===== config.mk =====
export PLATFORM = sky130hd
export DESIGN_NAME = fetch_controller
export DESIGN_NICKNAME = d
export VERILOG_FILES = /design/src/rtl/fetch_pkg.sv /design/src/rtl/fetch_fifo.sv /design/src/rtl/fetch_controller.sv
export SDC_FILE = /design/constraint.sdc
export NUM_CORES = 1
export LEC_CHECK = 0
export CAP_MARGIN = 40
export CORE_UTILIZATION = 30
export CTS_CLUSTER_SIZE = 40
export DETAILED_ROUTE_END_ITERATION = 8
export GPL_TIMING_DRIVEN = 0
export HOLD_SLACK_MARGIN = 0.02
export PLACE_DENSITY_LB_ADDON = 0.1
export SYNTH_ARGS = -nofsm -noshare
export SYNTH_HDL_FRONTEND = slang
export SYNTH_SLANG_ARGS = --single-unit

===== constraint.sdc =====
create_clock -name clk -period 2.57 [get_ports clk]
set_clock_uncertainty 0.05 [all_clocks]
set_input_delay 0.514 -clock clk [delete_from_list [all_inputs] [get_ports clk]]
set_output_delay 0.514 -clock clk [all_outputs]
set_load 0.02 [all_outputs]

===== src/rtl/fetch_pkg.sv =====
// Shared types for the instruction fetch front end.
package fetch_pkg;

    localparam int unsigned XLEN = 32;

    typedef enum logic [1:0] {
        IDLE      = 2'd0,
        WAIT_RESP = 2'd1,
        DROP      = 2'd2
    } fetch_state_e;

    typedef struct packed {
        logic [XLEN-1:0] pc;
        logic [XLEN-1:0] instr;
    } fetch_entry_t;

endpackage


===== src/rtl/fetch_fifo.sv =====
// Two-entry FIFO of {pc, instr} pairs; flush wins over push and pop in the same cycle.
module fetch_fifo
    import fetch_pkg::*;
(
    input  logic         clk,
    input  logic         reset,
    input  logic         flush,
    input  logic         push,
    input  fetch_entry_t push_entry,
    input  logic         pop,
    output logic         head_valid,
    output fetch_entry_t head_entry,
    output logic [1:0]   count
);

    fetch_entry_t mem_q [2];
    logic         wr_ptr_q;
    logic         rd_ptr_q;
    logic [1:0]   count_q;
    logic         do_push;
    logic         do_pop;

    assign do_pop  = pop && (count_q != 2'd0);
    assign do_push = push && ((count_q != 2'd2) || do_pop);

    always_ff @(posedge clk or negedge reset) begin
        if (!reset) begin
            mem_q[0] <= '0;
            mem_q[1] <= '0;
            wr_ptr_q <= 1'b0;
            rd_ptr_q <= 1'b0;
            count_q  <= 2'd0;
        end else if (flush) begin
            wr_ptr_q <= 1'b0;
            rd_ptr_q <= 1'b0;
            count_q  <= 2'd0;
        end else begin
            if (do_push) begin
                mem_q[wr_ptr_q] <= push_entry;
                wr_ptr_q        <= ~wr_ptr_q;
            end
            if (do_pop) begin
                rd_ptr_q <= ~rd_ptr_q;
            end
            count_q <= count_q + {1'b0, do_push} - {1'b0, do_pop};
        end
    end

    assign head_valid = (count_q != 2'd0);
    assign head_entry = mem_q[rd_ptr_q];
    assign count      = count_q;

endmodule


===== src/rtl/fetch_controller.sv =====
// Instruction fetch controller: one outstanding memory request feeding a 2-entry decode queue.
module fetch_controller
    import fetch_pkg::*;
#(
    parameter logic [XLEN-1:0] RESET_PC = 32'h0000_0000
) (
    input  logic            clk,
    input  logic            reset,
    output logic            imem_req,
    output logic [XLEN-1:0] imem_addr,
    input  logic            imem_gnt,
    input  logic            imem_rvalid,
    input  logic [XLEN-1:0] imem_rdata,
    input  logic            redirect_valid,
    input  logic [XLEN-1:0] redirect_pc,
    output logic            inst_valid,
    input  logic            inst_ready,
    output logic [XLEN-1:0] inst_data,
    output logic [XLEN-1:0] inst_pc
);

    fetch_state_e    state_q, state_d;
    logic [XLEN-1:0] fetch_pc_q, fetch_pc_d;
    logic [XLEN-1:0] req_pc_q, req_pc_d;
    logic [1:0]      fifo_count;
    logic            fifo_valid;
    logic            outstanding;
    logic            issue;
    logic            push;
    logic            pop;
    fetch_entry_t    push_entry;
    fetch_entry_t    head_entry;
    logic            unused_redirect_lsb;

    assign unused_redirect_lsb = ^redirect_pc[1:0];

    assign outstanding = (state_q != IDLE);

    // Gating on the reset pin keeps the request low while reset is held.
    assign imem_req  = reset && (state_q == IDLE) &&
                       ((fifo_count + {1'b0, outstanding}) < 2'd2);
    assign imem_addr = fetch_pc_q;
    assign issue     = imem_req && imem_gnt;

    assign push       = (state_q == WAIT_RESP) && imem_rvalid && !redirect_valid;
    assign pop        = fifo_valid && inst_ready && !redirect_valid;
    assign push_entry = '{pc: req_pc_q, instr: imem_rdata};

    always_comb begin
        state_d    = state_q;
        fetch_pc_d = fetch_pc_q;
        req_pc_d   = req_pc_q;
        unique case (state_q)
            IDLE: begin
                if (issue) begin
                    // A granted request racing a redirect still owes a response to drop.
                    state_d    = redirect_valid ? DROP : WAIT_RESP;
                    req_pc_d   = fetch_pc_q;
                    fetch_pc_d = fetch_pc_q + XLEN'(4);
                end
            end
            WAIT_RESP: begin
                if (imem_rvalid) begin
                    state_d = IDLE;
                end else if (redirect_valid) begin
                    state_d = DROP;
                end
            end
            DROP: begin
                if (imem_rvalid) begin
                    state_d = IDLE;
                end
            end
            default: state_d = IDLE;
        endcase
        if (redirect_valid) begin
            fetch_pc_d = {redirect_pc[XLEN-1:2], 2'b00};
        end
    end

    always_ff @(posedge clk or negedge reset) begin
        if (!reset) begin
            state_q    <= IDLE;
            fetch_pc_q <= RESET_PC;
            req_pc_q   <= '0;
        end else begin
            state_q    <= state_d;
            fetch_pc_q <= fetch_pc_d;
            req_pc_q   <= req_pc_d;
        end
    end

    fetch_fifo u_fifo (
        .clk        (clk),
        .reset      (reset),
        .flush      (redirect_valid),
        .push       (push),
        .push_entry (push_entry),
        .pop        (pop),
        .head_valid (fifo_valid),
        .head_entry (head_entry),
        .count      (fifo_count)
    );

    assign inst_valid = fifo_valid;
    assign inst_data  = head_entry.instr;
    assign inst_pc    = head_entry.pc;

endmodule


==> flow_summary.yaml, run 1 <==
drt:
  vias_per_cell: 4.802
  wirelength_um: 22890
  ant_nets: 0
  drtPass1Iterations: 5
  drc: 0
  drt_iter0_markers: 192
  routedWlPerCell_um: 18.81
  vias: 5844
worst_setup_path:
  worst-path-max-fanout: 7
  crit_chain: "clkdlybuf4s50_1 -> and3_1 -> clkbuf_1 -> nand3_1 -> or4_1 -> a31oi_1"
  required_ns: 2.87
  critPathLaunch: "imem_gnt"
  critPathKind: "input port to register"
  cp_data_arrival_time_ns: 2.82
  critPathLaunchType: "input port"
  cpPeakStageDelay_ns: 0.59
  path_buf_inv: 2
  cp_top_family: "simple AND/OR/NAND/NOR gates"
  rr_startpoint: "imem_addr[7]$_DFFE_PN0P_"
  crit_slowest_cell: "clkdlybuf4s50_1"
  endpoint_kind: "register"
floorplanning:
  core_area_sq_mm: 0.02778
  die_y_um: 170.2
  row_count: 61
  die_area_sq_mm: 0.02897
  fp.dieW_um: 170.2
  ios: 168
  start_util_pct: 30.55
cells_and_area:
  final_layout_size_suffix_gt1_share_pct: 34.21
  antenna_cells: 0
  fin_area_sq_mm: 0.01133
  area_growth_pct: 33.51
  layout.nets: 901
  n_fill_cell: 2684
synth:
  synth_top_area_cell: "dfrtp_1"
  synth.area.top_cells: "dfrtp_1 56%, mux2_2 28%, a31oi_1 1.3%"
  synth_area_per_cell_sq_um: 13.32
  synth_top_area_share_pct: 56.02
  ys.flop_type: "dfrtp_1"
  yosys.cell_types.count: 39
  ys_warn_count: 0
  yosysMostFrequentCell: "mux2_2"
  synthTopCellsByCount: "213 x mux2_2, 190 x dfrtp_1, 27 x nand2_1"
  synthArstFlopShare_pct: 100.0
  synth_seq_cells: 190
  netlist_instances: 637
  synth_edf_count: 0
  synth_area_sq_mm: 0.008487
  yosysSeqAreaShare_pct: 56.02
clocking:
  cts_buffers: 17
  clk_pin_slew_ns: 0.07
  cts_tree: "yes"
  cts-root-buf: "clkbuf_16"
  clk_latency_ns: 0.43
  htreeDepth: 4
  clk_path_buf_depth: 2
  clkSinkCount: 190
sta:
  max_freq_ghz: 0.3976
  holdWs_ns: 0.04403
  period_minus_slack_ns: 2.515
  final_max_slew_viol_count: 0
  setup_viol: 0
  hold_violations: 0
  final.period_utilization_pct: 97.87
  rsz0062_at_grt: "no"
  slew_headroom_pct: 54.86
  tightestPinTransition_ns: 0.6771
global_route:
  grt_max_degree: 116
  grt_pass1_wl_um: 35270
  antenna_found_initial: 2
  grt_remaining_overflow: 0
  grt_use_total_pct: 16.07
  grt_pass1_vias: 6305
status:
  run_status: "finished clean"
power_and_ir_drop:
  ir_drop_uv: 396.9
  p_per_area_mw_per_mm2: 830.9
  p_leak_nw: 5.222
placement:
  dp_hpwl_um: 15550
  dpl_cell_area_sq_mm: 0.01062
  place.gp.congestion: 0.7997
  numPortBuffers: 161
job:
  drv_cap: 0
worst_hold_path:
  hold_path.class: "input port to async pin"
[logic make-up after synthesis]
kind of cell / synth area share (%)
buffers and inverters: 2.491
AOI/OAI and AO/OA: 3.936
xor gates and xnor gates: 1.342
adders and majority gates: 0.4423
other: 0.04419
and+or+nand+nor: 7.342
muxes: 28.38
DFF: 56.02
[sequential cells by signal, indices dropped and copies added, names as in the netlist]
register,cells
u_fifo.count,2
u_fifo.wr_ptr_q,1
imem_addr,30
state_q,2
u_fifo.mem_q,124
req_pc_q,30
u_fifo.rd_ptr_q,1
[cell type report]
cell class                      instances  area, sq um  share of cell area [%]
Buffer                                 39        241.5                   2.131
Multi-Input combinational cell        403         3547                   31.31
Timing Repair Buffer                  170         1740                   15.36
Inverter                                7        26.28                  0.2319
Clock buffer                           19        432.9                   3.821
Sequential cell                       190         4758                   41.99
Clock inverter                         11        111.4                  0.9828
Tap cell                              378        473.0                   4.174
[repair_timing]
item	CTS	global route
hold endpoints to repair	75	75
endpoints found under the setup margin	151	173
gates resized for setup	77	24
setup buffers	2	2
cloned	0	1
[layout by cell type, fill, tap and decap left out, types with 3 or more instances in the layout]
master           Yosys  layout
mux2_2             213     213
dfrtp_1            190     187
clkdlybuf4s50_1      0     102
dlygate4sd2_1        0      45
nand2_1             27      26
nor2_1              22      22
o21ai_0             22      22
a31oi_1             18      18
clkbuf_16            0      18
clkbuf_1            21      15
or4_1               13      13
dlymetal6s2s_1       0      11
nand3_1             10      10
nand4_1             10      10
o31ai_1             10      10
or3_1                9       9
buf_6                1       8
xor2_1               7       7
buf_2                7       7
buf_4                5       7
clkbuf_2             0       6
inv_1                6       6
xnor2_1              6       6
and3_1               6       6
conb_1               1       4
clkinvlp_4           0       4
or2_2                3       3
nor2b_1              3       3
ha_1                 3       3
buf_16               0       3
dfrtp_2              0       3
[metal layers]
| metal | track usage, % | vias to the layer above | wire (um) |
|---|---|---|---|
| met4 | 4.269 | 2 | 213 |
| met5 | 0 | - | 11 |
| met2 | 27.25 | 167 | 11040 |
| li1 | - | 2681 | - |
| met3 | 4.047 | 18 | 1345 |
| met1 | 20.29 | 2976 | 10290 |
[path summary, 6_finish.rpt]
| kind | slack [ns] | depth (start not counted) | endpoint |
|---|---|---|---|
| max | 0.05 | 6 | imem_addr[24]$_DFFE_PN0P_ |
| min | 0.04 | 2 | u_fifo.mem_q[21]$_DFFE_PN0P_ |
| max reg2reg | 0.17 | 7 | imem_addr[21]$_DFFE_PN0P_ |
| min reg2reg | 0.45 | 1 | u_fifo.mem_q[34]$_DFFE_PN0P_ |
| max in group asynchronous | 1.56 | 3 | state_q[1]$_DFFE_PN0P_ |
| min in group clk | 0.45 | 1 | u_fifo.mem_q[34]$_DFFE_PN0P_ |
[power by group]
| part | internal, mW | switching, mW |
|---|---|---|
| clock network | 1.34 | 1.18 |
| registers | 3.64 | 0.409 |
| logic | 1.48 | 1.36 |
[per-stage QoR]
stage	instances	utilization [%]	total power [mW]	TNS, ns	worst slack [ns]
final	1217	40.79	9.415	0	0.05467
after floorplan	640	-	5.728	0	0.3680
after detailed placement	1180	38.21	7.207	-107.10	-0.7069
after CTS	1211	40.26	9.566	-0.1376	-0.03230
after global routing	1217	40.79	9.951	0	0.009268
after global placement	1179	38.09	7.114	-1837.19	-7.270
Note: power is estimated with default switching activity, not from simulation.
==> run 2: changes to the inputs <==
ABC_CLOCK_PERIOD_IN_PS = 2570   (was not set)
DONT_BUFFER_PORTS = 1   (was not set)
==> flow_summary.yaml, run 2 (synthesis gave the netlist of run 1 again) <==
status:
  run_status: "finished with violations"
  violations: "negative hold slack"
sta:
  final.period_utilization_pct: 95.44
  holdWs_ns: -0.2707
  max_freq_ghz: 0.4077
  final_max_slew_viol_count: 0
  rsz0062_at_grt: "yes"
  tightestPinTransition_ns: 0.7048
  slew_headroom_pct: 53.01
  hold_violations: 190
  period_minus_slack_ns: 2.453
  setup_viol: 0
  worst_slack_ns: 0.1171
cells_and_area:
  n_fill_cell: 2780
  final_common_cell: "mux2_2"
  multi_input_area_sq_mm: 0.003557
  layout.nets: 732
  largest_register_ffs: 124
  final_layout_size_suffix_gt1_share_pct: 42.92
  max_flop_register: "u_fifo.mem_q"
  regArea_sq_mm: 0.004765
  antenna_cells: 0
  most-common-layout-cells: "213 x mux2_2, 182 x dfrtp_1, 26 x nand2_1"
  fin_area_sq_mm: 0.009613
  area_growth_pct: 13.27
clocking:
  clk_latency_ns: 0.43
  clk_path_buf_depth: 2
  clk_pin_slew_ns: 0.07
  cts_tree: "yes"
  cts_buffers: 17
  cts-root-buf: "clkbuf_16"
  clkSinkCount: 190
  htreeDepth: 4
worst_setup_path:
  critPathLaunchType: "register"
  cp_data_arrival_time_ns: 2.75
  crit_chain: "nand4_2 -> or4_1 -> buf_2 -> buf_6 -> or4_1 -> a31oi_1"
  required_ns: 2.87
  critPathKind: "register to register"
  worst-path-max-fanout: 10
  cpPeakStageDelay_ns: 0.56
  cp_top_family: "simple AND/OR/NAND/NOR gates"
  crit_slowest_cell: "or4_1"
  endpoint_kind: "register"
  path_buf_inv: 2
  cpMostUsedCell: "or4_1"
floorplanning:
  core_area_sq_mm: 0.02778
  fp.dieW_um: 170.2
  start_util_pct: 30.55
  row_count: 61
  ios: 168
  die_area_sq_mm: 0.02897
  die_y_um: 170.2
placement:
  dp_hpwl_um: 14550
  numPortBuffers: 0
  dpl_cell_area_sq_mm: 0.008971
  place.gp.congestion: 0.7532
  pre_cts_ws_ns: -0.2842
power_and_ir_drop:
  swShare_pct: 32.05
  p_per_area_mw_per_mm2: 907.5
  seq_power_share_pct: 47.1
  intPower_mw: 5.928
  ir_drop_uv: 330.6
  p_comb_share_pct: 22.6
  power_frac_clock_pct: 30.3
  p_sw_mw: 2.796
  p_leak_nw: 4.271
drt:
  ant_nets: 0
  routedWlPerCell_um: 20.43
  wirelength_um: 21430
  drtPass1Iterations: 4
  vias_per_cell: 4.946
  drt_iter0_markers: 150
  vias: 5188
  drc: 0
worst_hold_path:
  hold_path.class: "input port to async pin"
global_route:
  grt_use_total_pct: 15.21
  grt_pass1_vias: 5674
  grt_remaining_overflow: 0
  antenna_found_initial: 0
  grt_pass1_wl_um: 33100
  grt_max_degree: 192
job:
  drv_cap: 0
run 2: cell count changes in the layout (fill, tap and decap cells not counted), sizes merged, moves of 3 or more:
cell           change
dlymetal6s2s      -11
buf                -3
dlygate4sd2       -45
clkbuf             -4
clkinvlp           -3
inv                +4
clkdlybuf4s50    -102
run 2: worst paths after layout:
| path | from | endpoint | slack (ns) | depth (start not counted) |
|---|---|---|---|---|
| setup / recovery | imem_addr[6]$_DFFE_PN0P_ | imem_addr[30]$_DFFE_PN0P_ | 0.12 | 6 |
| hold / removal | reset | u_fifo.mem_q[17]$_DFFE_PN0P_ | -0.27 | 0 |
| setup reg to reg | imem_addr[6]$_DFFE_PN0P_ | imem_addr[30]$_DFFE_PN0P_ | 0.12 | 6 |
| hold reg to reg | u_fifo.mem_q[63]$_DFFE_PN0P_ | u_fifo.mem_q[63]$_DFFE_PN0P_ | 0.45 | 1 |
| max in group asynchronous | reset | imem_addr[15]$_DFFE_PN0P_ | 2.50 | 0 |
| min in group clk | imem_rvalid | state_q[1]$_DFFE_PN0P_ | 0.13 | 1 |
run 2: layout make-up:
class	instances	share of cell area, %
Sequential cell	190	49.56
Multi-Input combinational cell	403	37.00
Tap cell	378	4.920
Clock buffer	20	4.751
Buffer	38	2.043
Clock inverter	11	1.289
Inverter	7	0.2733
Timing Repair Buffer	2	0.1562
run 2: routing by layer:
layer | vias up | global-route usage [%] | part of all wire [%]
met2 | 154 | 25.50 | 48
li1 | 2336 | - | -
met5 | - | 0 | 0
met3 | 17 | 5.186 | 7.7
met1 | 2681 | 18.24 | 43
met4 | 0 | 4.896 | 1.2
run 2: timing repair:
action	4_1_cts	5_1_grt
pin swaps	0	1
setup buffers	0	2
hold endpoints to repair	190	190
resized for setup	13	16
setup endpoints to repair	152	77
run 2: power by group through the flow:
| stage | clock network, mW | logic [mW] | registers (mW) |
|---|---|---|---|
| 2_1_floorplan | 0 | 1.71 | 4.01 |
| 4_1_cts | 2.76 | 2.00 | 4.11 |
| 3_5_place_dp | 0 | 1.99 | 4.17 |
| 5_1_grt | 2.90 | 2.10 | 4.21 |
| 6_report | 2.65 | 1.97 | 4.10 |
| 3_3_place_gp | 0 | 1.97 | 4.12 |
run 2: through the flow:
step	instances	TNS [ns]	util [%]	hold WS, ns	power (mW)
after detailed placement	1018	-20.42	32.29	0.1731	6.164
final	1049	0	34.60	-0.2707	8.724
after CTS	1048	0	34.43	-0.2969	8.875
after floorplan	640	0	-	0.1684	5.728
after global placement	1018	-16.92	32.29	0.1735	6.086
after global routing	1049	-0.009832	34.60	-0.3103	9.210
